**src/rtl/rtc_pkg.sv**
```systemverilog
// Shared types and constants for the RTC period meter.
package rtc_pkg;

   typedef enum logic [1:0] {
      IDLE    = 2'd0,
      ARM     = 2'd1,
      MEASURE = 2'd2,
      DONE    = 2'd3
   } meter_state_t;

   localparam int unsigned SYS_CLK_HZ             = 1000000;
   // Two periods of the slowest 0.2 Hz divider output.
   localparam int unsigned TIMEOUT_CYCLES_DEFAULT = 2 * 5 * SYS_CLK_HZ;

endpackage

```
**src/rtl/rtc_sync_edge.sv**
```systemverilog
// Synchronizes sig_in to sys_clk and produces single-cycle rise/fall pulses.
// Optional glitch filter: define RTC_PERIOD_METER_GLITCH_FILTER_EN.
module rtc_sync_edge (
   input  logic clk,
   input  logic rst_n,
   input  logic sig_in,
   output logic rise,
   output logic fall
);

   logic sync1_q, sync1_d;
   logic sync2_q, sync2_d;
   logic prev_q, prev_d;
   logic level;

   assign sync1_d = sig_in;
   assign sync2_d = sync1_q;

`ifdef RTC_PERIOD_METER_GLITCH_FILTER_EN
   logic [1:0] hist_q, hist_d;
   logic       filt_q, filt_d;

   // The level only moves once the current and two previous samples agree.
   always_comb begin
      hist_d = {hist_q[0], sync2_q};
      filt_d = filt_q;
      if (&{hist_q, sync2_q}) begin
         filt_d = 1'b1;
      end else if (~|{hist_q, sync2_q}) begin
         filt_d = 1'b0;
      end
   end

   always_ff @(posedge clk or negedge rst_n) begin
      if (!rst_n) begin
         hist_q <= '0;
         filt_q <= 1'b0;
      end else begin
         hist_q <= hist_d;
         filt_q <= filt_d;
      end
   end

   assign level = filt_q;
`else
   assign level = sync2_q;
`endif

   assign prev_d = level;
   assign rise   = level & ~prev_q;
   assign fall   = ~level & prev_q;

   always_ff @(posedge clk or negedge rst_n) begin
      if (!rst_n) begin
         sync1_q <= 1'b0;
         sync2_q <= 1'b0;
         prev_q  <= 1'b0;
      end else begin
         sync1_q <= sync1_d;
         sync2_q <= sync2_d;
         prev_q  <= prev_d;
      end
   end

endmodule

```
**src/rtl/rtc_period_meter.sv**
```systemverilog
// Measures period and high time of a slow input in sys_clk cycles.
// Build option: RTC_PERIOD_METER_GLITCH_FILTER_EN enables the input glitch filter.
module rtc_period_meter
   import rtc_pkg::*;
#(
   parameter int unsigned CNT_W          = 32,
   parameter int unsigned TIMEOUT_CYCLES = TIMEOUT_CYCLES_DEFAULT
) (
   input  logic             sys_clk,
   input  logic             rst_n,
   input  logic             sig_in,
   input  logic             start,
   output logic             busy,
   output logic [CNT_W-1:0] period_out,
   output logic [CNT_W-1:0] high_out,
   output logic             valid,
   input  logic             ready,
   output logic             timeout,
   output meter_state_t     dbg_state
);

   // Handshake: a result is transferred in the cycle valid && ready; valid stays
   // high and period_out/high_out/timeout stay frozen until then, and ready is
   // don't-care while valid is low.

   localparam logic [CNT_W-1:0] TIMEOUT_CNT = CNT_W'(TIMEOUT_CYCLES);

   meter_state_t     state_q, state_d;
   logic [CNT_W-1:0] cnt_q, cnt_d;
   logic [CNT_W-1:0] period_q, period_d;
   logic [CNT_W-1:0] high_q, high_d;
   logic             timeout_q, timeout_d;
   logic             rise, fall;

   rtc_sync_edge u_sync_edge (
      .clk    (sys_clk),
      .rst_n  (rst_n),
      .sig_in (sig_in),
      .rise   (rise),
      .fall   (fall)
   );

   always_comb begin
      state_d   = state_q;
      cnt_d     = cnt_q;
      period_d  = period_q;
      high_d    = high_q;
      timeout_d = timeout_q;
      case (state_q)
         IDLE: begin
            if (start) begin
               state_d   = ARM;
               cnt_d     = '0;
               period_d  = '0;
               high_d    = '0;
               timeout_d = 1'b0;
            end
         end
         ARM: begin
            if (rise) begin
               state_d = MEASURE;
               cnt_d   = CNT_W'(1);
            end else if (cnt_q == TIMEOUT_CNT) begin
               state_d   = DONE;
               timeout_d = 1'b1;
            end else begin
               cnt_d = cnt_q + CNT_W'(1);
            end
         end
         MEASURE: begin
            // cnt_q equals the number of cycles since the opening rise pulse.
            if (fall) begin
               high_d = cnt_q;
            end
            if (rise) begin
               state_d   = DONE;
               period_d  = cnt_q;
               timeout_d = 1'b0;
            end else if (cnt_q == TIMEOUT_CNT) begin
               state_d   = DONE;
               period_d  = TIMEOUT_CNT;
               timeout_d = 1'b1;
            end else begin
               cnt_d = cnt_q + CNT_W'(1);
            end
         end
         DONE: begin
            if (ready) begin
               if (start) begin
                  state_d   = ARM;
                  cnt_d     = '0;
                  period_d  = '0;
                  high_d    = '0;
                  timeout_d = 1'b0;
               end else begin
                  state_d = IDLE;
               end
            end
         end
         default: state_d = IDLE;
      endcase
   end

   always_ff @(posedge sys_clk or negedge rst_n) begin
      if (!rst_n) begin
         state_q   <= IDLE;
         cnt_q     <= '0;
         period_q  <= '0;
         high_q    <= '0;
         timeout_q <= 1'b0;
      end else begin
         state_q   <= state_d;
         cnt_q     <= cnt_d;
         period_q  <= period_d;
         high_q    <= high_d;
         timeout_q <= timeout_d;
      end
   end

   assign busy       = (state_q != IDLE);
   assign valid      = (state_q == DONE);
   assign period_out = period_q;
   assign high_out   = high_q;
   assign timeout    = timeout_q;
   assign dbg_state  = state_q;

endmodule
```
**config.mk**
```make
export PLATFORM = sky130hd
export DESIGN_NAME = rtc_period_meter
export DESIGN_NICKNAME = d
export VERILOG_FILES = /design/src/rtl/rtc_pkg.sv /design/src/rtl/rtc_sync_edge.sv /design/src/rtl/rtc_period_meter.sv
export SDC_FILE = /design/constraint.sdc
export NUM_CORES = 1
export LEC_CHECK = 0
export ABC_AREA = 1
export CORE_MARGIN = 1
export CORE_UTILIZATION = 45
export CTS_CLUSTER_DIAMETER = 80
export CTS_CLUSTER_SIZE = 10
export DETAILED_ROUTE_END_ITERATION = 6
export GPL_TIMING_DRIVEN = 1
export PLACE_DENSITY_LB_ADDON = 0.3
export SLEW_MARGIN = 40
export SYNTH_ARGS = -nofsm -noshare
export SYNTH_HDL_FRONTEND = slang
export SYNTH_SLANG_ARGS = --single-unit
```
**constraint.sdc**
```tcl
create_clock -name sys_clk -period 4.3 [get_ports sys_clk]
set_input_delay 0.43 -clock sys_clk [delete_from_list [all_inputs] [get_ports sys_clk]]
set_output_delay 0.43 -clock sys_clk [all_outputs]
set_load 0.02 [all_outputs]
```
==> results.cfg <==
[final_layout]
fill_cells = 1196
fin_nets = 780
design_area_um2 = 6613
final_util_pct = 54.82
diodes = 0
drive_above_1_share_pct = 10.23
multiInputGateArea_um2 = 2562
regArea_um2 = 2552
syn_to_final_growth_pct = 18.52

[die]
die_area_um2 = 12850
core_area_um2 = 12060
die_height_um = 113.3
start_util_pct = 46.26
rows = 40
io_pins = 74
fp.dieW_um = 113.3

[setup_path]
start_kind = flip-flop
arrival_ns = 3.11
worstSetupPathType = flip-flop to flip-flop
worstPathRequired_ns = 4.57
critPathMaxFanout = 31
endpoint_kind = flip-flop

[placement]
dpl_cell_area_um2 = 6312
place.port_buffers = 73
dp_hpwl_mm = 11.71
place_congestion = 0.9068

[clocking]
cts_buffers = 9
tritoncts = done
ctsHoldBuffers = 0
post_cts_resized = 0
clockRootBuffer = clkbuf_16
ctsHtreeMaxLevel = 3
post_cts_buffers = 0
clk_pin_slew_ns = 0.07
clock_path_buffers = 2
insertion_delay_ns = 0.35
clkSinkCount = 102

[power]
ir_drop_uv = 390.3
power_density_nw_per_um2 = 586.2
p_leak_nw = 2.823

[yosys]
synth-warning-count = 0
synth_nets = 729
yosysSeqAreaShare_pct = 45.75
syn-instance-count = 716
synth.distinct_cells = 35
netlist_area_um2 = 5579
synth_area_per_cell_um2 = 7.792
yosys_register_bits = 102

[routing]
drtIter0Drc = 424
wl_mm = 16.11
viasPerCell = 5.261
vias = 4945
drt_pass1_iterations = 5
ant_nets = 0
wl_per_cell_um = 17.14
remaining_drc_errors = 0

[grt]
grt_pass1_wl_mm = 25.83
antenna_found_initial = 0
grt_max_degree = 74
grt_usage_pct = 26.39
grt_pass1_vias = 4656
grt_overflow = 0

[flow_run]
maxCapViolations = 0

[timing]
finalSetupViolations = 0
slew_violations = 0
fmax_mhz = 352.4
finalSetupTns_ns = 0
relSlewSlack_pct = 47.39
hold_violations = 0
worst_pin_slew_ns = 0.7892
period_share_pct = 65.99
rsz0062_at_grt = false
finalClockSkew_ns = 0.006816
fin_crit_ns = 2.837

[status]
status = completed

[worst_hold_path]
hp-class = input port to async pin
## area by class of cell
cell class                      count  share of cell area, %
Tap cell                          168                  3.179
Clock inverter                      6                 0.9272
Sequential cell                   102                  38.60
Clock buffer                       10                  3.614
Timing Repair Buffer               75                  11.30
Inverter                           63                  3.633
Multi-Input combinational cell    516                  38.75
## Yosys cell counts
cell type	count	share of area [%]
dfrtp_1	102	46
o21ai_0	29	2.6
buf_6	9	1.8
o21ai_2	32	5.0
o21a_1	2	0.27
nand2_4	4	0.81
or2_2	1	0.11
nor2_1	96	6.5
nor3b_4	1	0.34
buf_4	6	0.81
nor3b_1	1	0.13
nor3_1	19	1.7
clkinv_2	1	0.090
nand3_1	63	5.7
nand3_4	2	0.63
nor2_4	1	0.20
o21ba_2	1	0.18
buf_1	1	0.067
clkbuf_1	9	0.61
inv_1	53	3.6
nor4_1	1	0.11
nor2_2	4	0.45
o21ai_1	4	0.36
nand4_1	18	2.0
inv_4	1	0.11
nand2_2	1	0.11
buf_2	10	0.90
inv_2	8	0.54
nor3_2	1	0.18
nand2_1	179	12
xor2_1	3	0.47
o21bai_1	1	0.13
ha_1	8	1.8
and2_1	1	0.11
a21oi_1	43	3.9
## power by group
part | leakage [nW] | internal (mW) | total, mW | switching [mW]
combinational | 1.33 | 0.610 | 1.74 | 1.13
sequential | 1.35 | 1.17 | 1.30 | 0.137
clock | 0.148 | 0.466 | 0.837 | 0.371
total | 2.82 | 2.24 | 3.88 | 1.63
## critical path, stage by stage, from the launching register on
cell     delay, ns
dfrtp_1       0.41
inv_1         0.18
ha_2          0.58
nor2_1        0.18
nand2_1       0.16
nand3_4       0.21
inv_4         0.32
nand2_4       0.18
inv_2         0.23
nand3_1       0.12
a21oi_1       0.16
## path summary, 6_finish.rpt
path	endpoint	depth (start not counted)	start	slack (ns)
worst max-delay path	cnt_q[7]	10	dbg_state[0]	1.46
worst min-delay path	high_out[29]	1	rst_n	0.09
worst max register to register	cnt_q[7]	10	dbg_state[0]	1.46
worst min register to register	u_sync_edge.level	0	u_sync_edge.sync1_q	0.36
max in group asynchronous	high_out[16]	2	rst_n	3.34
min in group sys_clk	u_sync_edge.level	0	u_sync_edge.sync1_q	0.36
## sequential cells by signal, indices dropped and copies added (netlist names)
register,cells
u_sync_edge.level,1
cnt_q,32
high_out,32
u_sync_edge.prev_q,1
dbg_state,2
timeout,1
period_out,32
u_sync_edge.sync1_q,1
## cell families (layout without fill, tap and decap cells)
logic type	Yosys count	in the layout	share of synthesized area [%]
buffers and inverters	98	154	8.500
AND/OR/NAND/NOR	393	393	31.06
flip-flops	102	102	45.75
XOR/XNOR	3	3	0.4710
AO/OA/AOI/OAI	112	112	12.42
adder cells (fa/ha/maj)	8	8	1.794
## cells in the final DEF (no fill, tap or decap), types with 7 or more instances in the layout
| cell type | Yosys | final |
|---|---|---|
| nand4_1 | 18 | 18 |
| inv_2 | 8 | 8 |
| inv_1 | 53 | 53 |
| nor2_1 | 96 | 96 |
| a21oi_1 | 43 | 43 |
| nand2_1 | 179 | 179 |
| clkdlybuf4s50_1 | 0 | 72 |
| nand3_1 | 63 | 63 |
| nor3_1 | 19 | 19 |
| clkbuf_16 | 0 | 9 |
| ha_1 | 8 | 7 |
| o21ai_2 | 32 | 32 |
| dfrtp_1 | 102 | 102 |
| o21ai_0 | 29 | 29 |
## per-layer routing
| layer | GRT usage (%) | vias to the layer above | wire, um | part of all wire (%) |
|---|---|---|---|---|
| li1 | - | 2426 | - | - |
| met1 | 39.57 | 2349 | 7889 | 49 |
| met2 | 40.08 | 158 | 7135 | 44 |
| met3 | 4.178 | 12 | 914 | 5.7 |
| met4 | 5.702 | 0 | 173 | 1.1 |
| met5 | 0 | - | 0 | 0 |
## metrics by stage
| step | setup WS, ns | total power [mW] | hold WS, ns | cells |
|---|---|---|---|---|
| after global routing | 1.268 | 4.109 | 0.1446 | 940 |
| after detailed placement | 1.489 | 3.053 | 0.3448 | 924 |
| after CTS | 1.461 | 3.890 | 0.1372 | 940 |
| after floorplan | 2.356 | 2.496 | 0.1344 | 716 |
| final | 1.463 | 3.876 | 0.08517 | 940 |
| after global placement | 1.563 | 3.003 | 0.3330 | 924 |
No activity file was read; power rests on OpenSTA's default activity.
